<file path="config.mk">
export PLATFORM = sky130hd
export DESIGN_NAME = regs_wb_scheduler
export DESIGN_NICKNAME = d
export VERILOG_FILES = /design/src/rtl/regs_ctrl_pkg.sv /design/src/rtl/rr_arbiter.sv /design/src/rtl/regs_wb_scheduler.sv
export SDC_FILE = /design/constraint.sdc
export NUM_CORES = 1
export LEC_CHECK = 0
export BUFFER_PORTS_ARGS = -buffer_cell sky130_fd_sc_hd__buf_4
export CAP_MARGIN = 5
export CORE_ASPECT_RATIO = 1.4
export CORE_MARGIN = 1.5
export CORE_UTILIZATION = 40
export DETAILED_ROUTE_END_ITERATION = 6
export GPL_ROUTABILITY_DRIVEN = 0
export MAX_ROUTING_LAYER = met4
export PLACE_DENSITY = 0.78
export SYNTH_ARGS = -nofsm -noshare
export SYNTH_HDL_FRONTEND = slang
export SYNTH_SLANG_ARGS = --single-unit
</file>
<file path="constraint.sdc">
create_clock -name clk -period 7.57 [get_ports clk]
set_clock_uncertainty 0.1 [all_clocks]
set_input_delay 0.757 -clock clk [delete_from_list [all_inputs] [get_ports clk]]
set_output_delay 0.757 -clock clk [all_outputs]
set_load 0.02 [all_outputs]
</file>
<file path="src/rtl/regs_ctrl_pkg.sv">
// Shared constants and types for the register-file control path.
package regs_ctrl_pkg;
  localparam int XLEN = 32;
  localparam int AW   = 5;
  localparam int NREG = 32;

  typedef logic [AW-1:0] reg_addr_t;
endpackage

</file>
<file path="src/rtl/rr_arbiter.sv">
// Round-robin arbiter: one-hot grant starting the scan at rr_ptr; the pointer
// moves to the slot after the winner and holds when nobody requests.
module rr_arbiter #(
  parameter int N = 3
) (
  input  logic         clk,
  input  logic         rst,
  input  logic [N-1:0] req,
  output logic [N-1:0] gnt
);
  localparam int PW = (N > 1) ? $clog2(N) : 1;

  logic [PW-1:0] rr_ptr;
  logic [PW-1:0] gnt_idx;
  logic [PW-1:0] idx;
  logic          found;

  always_comb begin
    gnt     = '0;
    gnt_idx = '0;
    idx     = '0;
    found   = 1'b0;
    for (int k = 0; k < N; k++) begin
      idx = PW'((int'(rr_ptr) + k) % N);
      if (!found && req[idx]) begin
        found      = 1'b1;
        gnt[idx]   = 1'b1;
        gnt_idx    = idx;
      end
    end
  end

  always_ff @(posedge clk) begin
    if (rst) begin
      rr_ptr <= '0;
    end else if (found) begin
      rr_ptr <= (int'(gnt_idx) == N - 1) ? '0 : gnt_idx + 1'b1;
    end
  end
endmodule

</file>
<file path="src/rtl/regs_wb_scheduler.sv">
// Owns the register-file write port: arbitrates writeback sources, registers the
// winning write, tracks pending destinations and flags RAW/WAW hazards.
module regs_wb_scheduler
  import regs_ctrl_pkg::*;
#(
  parameter int NREQ = 3,
  parameter int XLEN = regs_ctrl_pkg::XLEN,
  parameter int AW   = regs_ctrl_pkg::AW
) (
  input  logic                 clk,
  input  logic                 rst,
  input  logic                 issue_valid,
  input  logic [AW-1:0]        issue_rd,
  input  logic [AW-1:0]        issue_rs1,
  input  logic [AW-1:0]        issue_rs2,
  output logic                 hazard,
  input  logic [NREQ-1:0]      req_valid,
  input  logic [NREQ*AW-1:0]   req_addr,
  input  logic [NREQ*XLEN-1:0] req_data,
  output logic [NREQ-1:0]      req_ready,
  output logic [AW-1:0]        Wt_addr,
  output logic [XLEN-1:0]      Wt_data,
  output logic                 RegWrite,
  output logic [NREG-1:0]      busy,
  output logic                 err
);
  logic [NREQ-1:0] req_eff;
  logic [NREQ-1:0] gnt;
  logic [AW-1:0]   sel_addr;
  logic [XLEN-1:0] sel_data;
  logic            hs;
  logic            wb_orphan;
  logic [NREG-1:0] busy_next;

  // Requests are masked during reset so nothing is granted and the pointer stays put.
  assign req_eff = rst ? '0 : req_valid;

  rr_arbiter #(.N(NREQ)) u_arb (
    .clk (clk),
    .rst (rst),
    .req (req_eff),
    .gnt (gnt)
  );

  assign req_ready = gnt;
  assign hs        = |gnt;

  always_comb begin
    sel_addr = '0;
    sel_data = '0;
    for (int i = 0; i < NREQ; i++) begin
      if (gnt[i]) begin
        sel_addr = req_addr[i*AW +: AW];
        sel_data = req_data[i*XLEN +: XLEN];
      end
    end
  end

  assign hazard = ((issue_rs1 != '0) && busy[issue_rs1]) ||
                  ((issue_rs2 != '0) && busy[issue_rs2]) ||
                  ((issue_rd  != '0) && busy[issue_rd]);

  assign wb_orphan = hs && (sel_addr != '0) && !busy[sel_addr];

  // Set is applied after clear so a new producer keeps the register busy.
  always_comb begin
    busy_next = busy;
    if (RegWrite && (Wt_addr != '0)) busy_next[Wt_addr] = 1'b0;
    if (issue_valid && (issue_rd != '0)) busy_next[issue_rd] = 1'b1;
    busy_next[0] = 1'b0;
  end

  always_ff @(posedge clk) begin
    if (rst) begin
      RegWrite <= 1'b0;
      Wt_addr  <= '0;
      Wt_data  <= '0;
      busy     <= '0;
      err      <= 1'b0;
    end else begin
      RegWrite <= hs && (sel_addr != '0);
      if (hs) begin
        Wt_addr <= sel_addr;
        Wt_data <= sel_data;
      end
      busy <= busy_next;
      if (wb_orphan || (issue_valid && hazard)) err <= 1'b1;
    end
  end
endmodule

</file>
## Word level (Yosys, flattened, before mapping)

Cells that the tools add are included.

| word-level totals | value |
|---|---|
| flip-flop bits (word level) | 73 |
| input bits | 132 |
| output and inout port bits | 75 |
| logic and storage cells | 102 |

| cells by class | value |
|---|---|
| add/subtract/negate cells | 3 |
| divide/modulo/power cells | 3 |
| $lt $le $gt $ge | 13 |
| equality and inequality tests | 1 |
| muxes and demuxes | 43 |
| bitwise gates (word level) | 5 |
| reductions and logical operators | 27 |

Operators with widths:

| operator | count |
|---|---|
| $mux 32 | 5 |
| $mod 32x3->32 const B | 2 |
| $and 32x32->32 | 1 |
| $mod 3x3->32 const B | 1 |
| $not 32->32 | 1 |
| $or 32x32->32 | 1 |
| $lt 5x6->1 const B | 5 |
| $reduce_bool 5->1 | 5 |
| $bmux 1 s5 | 4 |
| $logic_and 1x1->1 | 15 |
| $mux 1 | 15 |
| $mux 5 | 3 |
| $mux 3 | 4 |
| $demux 1 s5 | 2 |
| $ge 5x1->1 const B | 2 |
| $lt 2x3->1 const B | 3 |
| $mux 2 | 4 |
| $bmux 1 s2 | 3 |
| $demux 1 s2 | 3 |
| $ge 2x1->1 const B | 3 |
| $or 3x3->3 | 2 |
| $add 2x1->3 const B | 1 |
| $add 2x2->3 const B | 1 |
| $logic_not 1->1 | 3 |
| 4 further kinds | 6 |

## Longest topological paths before layout

| logic depth | value |
|---|---|
| word-level depth | 18 |
| gate-level depth with buffers | 14 |
| depth with buffers taken out | 12 |

## Hierarchy

From an unflattened synthesis, not the netlist that was laid out.

| second synthesis, totals | value |
|---|---|
| cell total of the unflattened synthesis | 635 |
| area total of the unflattened synthesis | 4,877.2 um^2 |

By module, submodules not included:

| module | times used | cells each | area an instance (um^2) | seq. area each (um^2) |
|---|---|---|---|---|
| regs_wb_scheduler | 1 | 580 | 4,430.5 | 1,401.3 |
| rr_arbiter | 1 | 55 | 446.7 | 40.0 |

## Worst setup path after synthesis

Ideal clock, no wire load.

| path | value |
|---|---|
| path type | in2out |
| from | input port issue_rs1[0] |
| to | output port hazard |
| arrival time | 2,520 ps |
| setup slack | 4,193 ps |
| stages | 5 |
| buffers on the path | 1 |
| path through | clkbuf_1 -> mux4_2 -> mux4_2 -> mux2i_1 -> nand3_1 |

| on the way | value |
|---|---|
| word-level cells in the longest chain between the ends | 5 |
| elaborated cells on any way between the ends | 6 |
| classes of those cells | mux (2); reduce/logical (4) |

Ends and longest elaborated chain:

| element | RTL line | RTL |
|---|---|---|
| start: declaration | regs_wb_scheduler.sv:14 | `input logic [AW-1:0] issue_rs1,` |
| $bmux 1 s5 | regs_wb_scheduler.sv:59 | `assign hazard = ((issue_rs1 != '0) && busy[issue_rs1]) \|\|` |
| $mux 1 (implied by the code) | regs_wb_scheduler.sv:59 |  |
| $logic_and 1x1->1 * | regs_wb_scheduler.sv:59 |  |
| $logic_or 1x1->1 * | regs_wb_scheduler.sv:59 |  |
| $logic_or 1x1->1 * | regs_wb_scheduler.sv:60 | `((issue_rs2 != '0) && busy[issue_rs2]) \|\|` |
| end: declaration | regs_wb_scheduler.sv:16 | `output logic hazard,` |

Mark *: on every way between the ends. The rest lies on a longest branch, timed or not. The select of a mux whose other input is x is not followed.

## Final worst setup path

| path | value |
|---|---|
| from | register u_arb.rr_ptr[1] |
| to | output port req_ready[1] |

| on the way | value |
|---|---|
| word-level cells in the longest chain between the ends | 10 |
| elaborated cells on any way between the ends | 37 |
| classes of those cells | add/sub (2); div (3); order compare (6); mux (17); bitwise (2); reduce/logical (7) |

Ends and longest elaborated chain:

| element | RTL line | RTL |
|---|---|---|
| start: declaration | rr_arbiter.sv:13 | `logic [PW-1:0] rr_ptr;` |
| start signal: assignment | rr_arbiter.sv:37 | `rr_ptr <= (int'(gnt_idx) == N - 1) ? '0 : gnt_idx + 1'b1;` |
| $add 2x1->3 / $mod 3x3->32 (equally long branches) | rr_arbiter.sv:24 | `idx = PW'((int'(rr_ptr) + k) % N);` |
| $mod 32x3->32 (tied with other cells) | rr_arbiter.sv:24 |  |
| $lt 2x3->1 (implied by the code) (tied with other cells) | rr_arbiter.sv:27 | `gnt[idx] = 1'b1;` |
| $logic_and 1x1->1 (implied by the code) (tied with other cells) | rr_arbiter.sv:27 |  |
| $mux 1 (implied by the code) (tied with other cells) | rr_arbiter.sv:27 |  |
| $demux 1 s2 (tied with other cells) | n/a |  |
| $or 3x3->3 (no source line) / $mux 1 (equally long branches) | n/a |  |
| $mux 3 / $logic_not 1->1 (equally long branches) | rr_arbiter.sv:25 | `if (!found && req[idx]) begin` |
| $or 3x3->3 (no source line) / $logic_and 1x1->1 (equally long branches) | n/a |  |
| $mux 3 * | rr_arbiter.sv:25 |  |
| end: declaration | regs_wb_scheduler.sv:20 | `output logic [NREQ-1:0] req_ready,` |

Marked as above.

==> reports/metrics.yaml <==
global_route:
  antenna_found_initial: 0
  overflow: 0
  grt_pass1_vias: 5374
  grt_usage_pct: 26.69
  grt_max_degree: 83
  grt_pass1_wl_um: 27620
layout:
  areaGrowthSynthToFinish_pct: 35.90
  final_cell_mix: "buf_4, nand2_1, nor2_1"
  num-nets-final: 937
  drive_above_1_share_pct: 35.53
  antenna_cells: 0
  post-route-util_pct: 55.74
  fillCellCount: 1160
  final_common_cell: "buf_4"
floorplan:
  initial_core_util_pct: 41.02
  die_w_um: 98.20
  fp.dieArea_sq_um: 13380
  rows: 48
  dieHeight_um: 136.3
  core-area_sq_um: 12370
  io_pins: 207
detailed_routing:
  drtAntennaViolNets: 0
  first_pass_iters: 7
  wirelength_um: 17760
  routedWlPerCell_um: 18.59
  vias: 5683
  drc: 0
  initialDrtViolationCount: 331
  viasPerCell: 5.951
sta:
  rsz0062_at_grt: "false"
  fmax_mhz: 234.2
  drv_slew: 0
  setup_tns_ps: 0
  setup_viol: 0
  worst_pin_slew_ps: 877.1
  max-slew-margin-rel_pct: 41.53
  min_period_over_period_pct: 56.41
  min_period_ps: 4270
  hold_violations: 0
setup_path:
  crit_top_cell: "buf_4"
  critPathLaunchType: "flip-flop"
  path_class: "flip-flop to output port"
  cp.arrival_ps: 3410
  crit_fanout: 35
  critPathRequiredTime_ps: 6710
  crit_family: "buffers and inverters"
  critPathSlowestCell: "inv_2"
  path_cells: "inv_1 -> ha_1 -> mux2i_1 -> o211ai_1 -> o221ai_2 -> nand2_1 -> buf_4 -> inv_2 -> buf_4"
  worst-path-buf-inv: 4
  critical_path.max_stage_delay_ps: 480
  cp-end-kind: "output port"
pwr:
  power_density_nw_per_um2: 265.1
  ir_drop_mv: 0.1995
  leakage_nw: 2.809
synth:
  synth_top_area_cell: "dfxtp_1"
  synth-edff-count: 0
  syn-num-nets: 765
  synth.area.top_cells: "dfxtp_1, mux4_2, nand2_1"
  synth_cells: 629
  avgSynthCellArea_sq_um: 8.068
  yosysWarningCount: 0
  yosysTopAreaCellShare_pct: 28.40
  synth_seq_cells: 72
  ys_async_sr_fraction_pct: 0
  yosysSeqAreaShare_pct: 28.40
  synth.distinct_cells: 69
  dominantRegCellSynth: "dfxtp_1"
  syn_area_sq_um: 5075
clock_network:
  cts_setup_buffers: 0
  ctsResizeCount: 0
  ctsHoldBuffers: 0
  cts-htree-levels: 3
  clk_pin_slew_ps: 50
  clock_sinks: 72
  cts_tree: "yes"
  clock_latency_ps: 330
  clk_path_buf_depth: 2
  clockRootBuffer: "clkbuf_16"
  cts_made_buffers: 9
placed_design:
  post-dp-hpwl_um: 13250
  port_buffers: 205
min_path:
  holdCritPathClass: "flip-flop to flip-flop"
job:
  cap_viol_max_count: 0
status:
  outcome: "finished, final reports clean"
==> final timing paths <==
check | start | to | slack [ps] | depth (start not counted)
setup / recovery | u_arb.rr_ptr[1] | req_ready[1] | 3300 | 9
hold / removal | u_arb.rr_ptr[1] | u_arb.rr_ptr[1] | 400 | 2
setup reg to reg | u_arb.rr_ptr[1] | err | 3520 | 13
hold reg to reg | u_arb.rr_ptr[1] | u_arb.rr_ptr[1] | 400 | 2
==> synth_stat cells, drive strengths merged (5+ instances only) <==
library cell / instances
a211oi: 9
a21oi: 76
a311oi: 32
buf: 16
clkbuf: 31
dfxtp: 72
inv: 14
mux2: 5
mux2i: 10
mux4: 28
nand2: 112
nand2b: 6
nand3: 11
nand3b: 7
nor2: 87
nor2b: 7
nor3: 6
o211ai: 5
o21ai: 41
==> worst min-delay path: cells and delay by family, from the launching register on <==
family / cells / cell delay, ps
DFF: 1 / 330
and+or+nand+nor: 1 / 60
AOI/OAI and AO/OA: 1 / 60
==> per-stage QoR <==
stage | worst slack [ps] | hold slack [ps] | cell area, sq um | std cells | power (mW)
floorplan | 4193 | 369.2 | 5075 | 629 | 1.118
global placement | 3305 | 386.8 | 6601 | 940 | 1.393
detailed placement | 3198 | 392.9 | 6601 | 940 | 1.404
CTS | 3298 | 401.9 | 6897 | 955 | 1.833
global route | 2992 | 435.9 | 6897 | 955 | 1.946
finish | 3300 | 401.3 | 6897 | 955 | 1.828
==> state kept, by name, indices dropped and copies added (netlist names) <==
register,count
busy,31
Wt_data,32
u_arb.rr_ptr,2
err,1
RegWrite,1
Wt_addr,5
==> cell type report <==
class	instances	area, sq um	area share [%]
Tap cell	150	187.7	2.721
Sequential cell	72	1441	20.90
Inverter	14	52.55	0.7620
Clock inverter	5	56.30	0.8164
Timing Repair Buffer	208	1562	22.64
Multi-Input combinational cell	496	3358	48.69
Clock buffer	10	239.0	3.465
==> kinds of logic (layout without fill, tap and decap cells) <==
kind of cell	count (synthesis)	in the layout	share of synthesized area, %
flip-flops	72	72	28.40
buffers and inverters	61	237	5.646
AO/OA/AOI/OAI	196	196	27.17
AND/OR/NAND/NOR	252	252	22.07
multiplexers	43	43	15.66
adder cells (fa/ha/maj)	4	4	0.9862
other	1	1	0.07389
==> where the power goes <==
| group | leakage (nW) | internal, mW | switching [mW] |
|---|---|---|---|
| Sequential | 0.590 | 0.453 | 0.0657 |
| Clock | 0.145 | 0.262 | 0.164 |
| Combinational | 2.07 | 0.364 | 0.520 |
==> per-layer routing <==
layer	up-vias	global-route usage (%)	share of wire, %
met5	-	-	0
met2	336	43.52	50
met1	2610	31.69	37
met3	80	3.548	8.1
li1	2657	-	-
met4	0	15.34	5.7
Power figures use the tool's default switching activity.
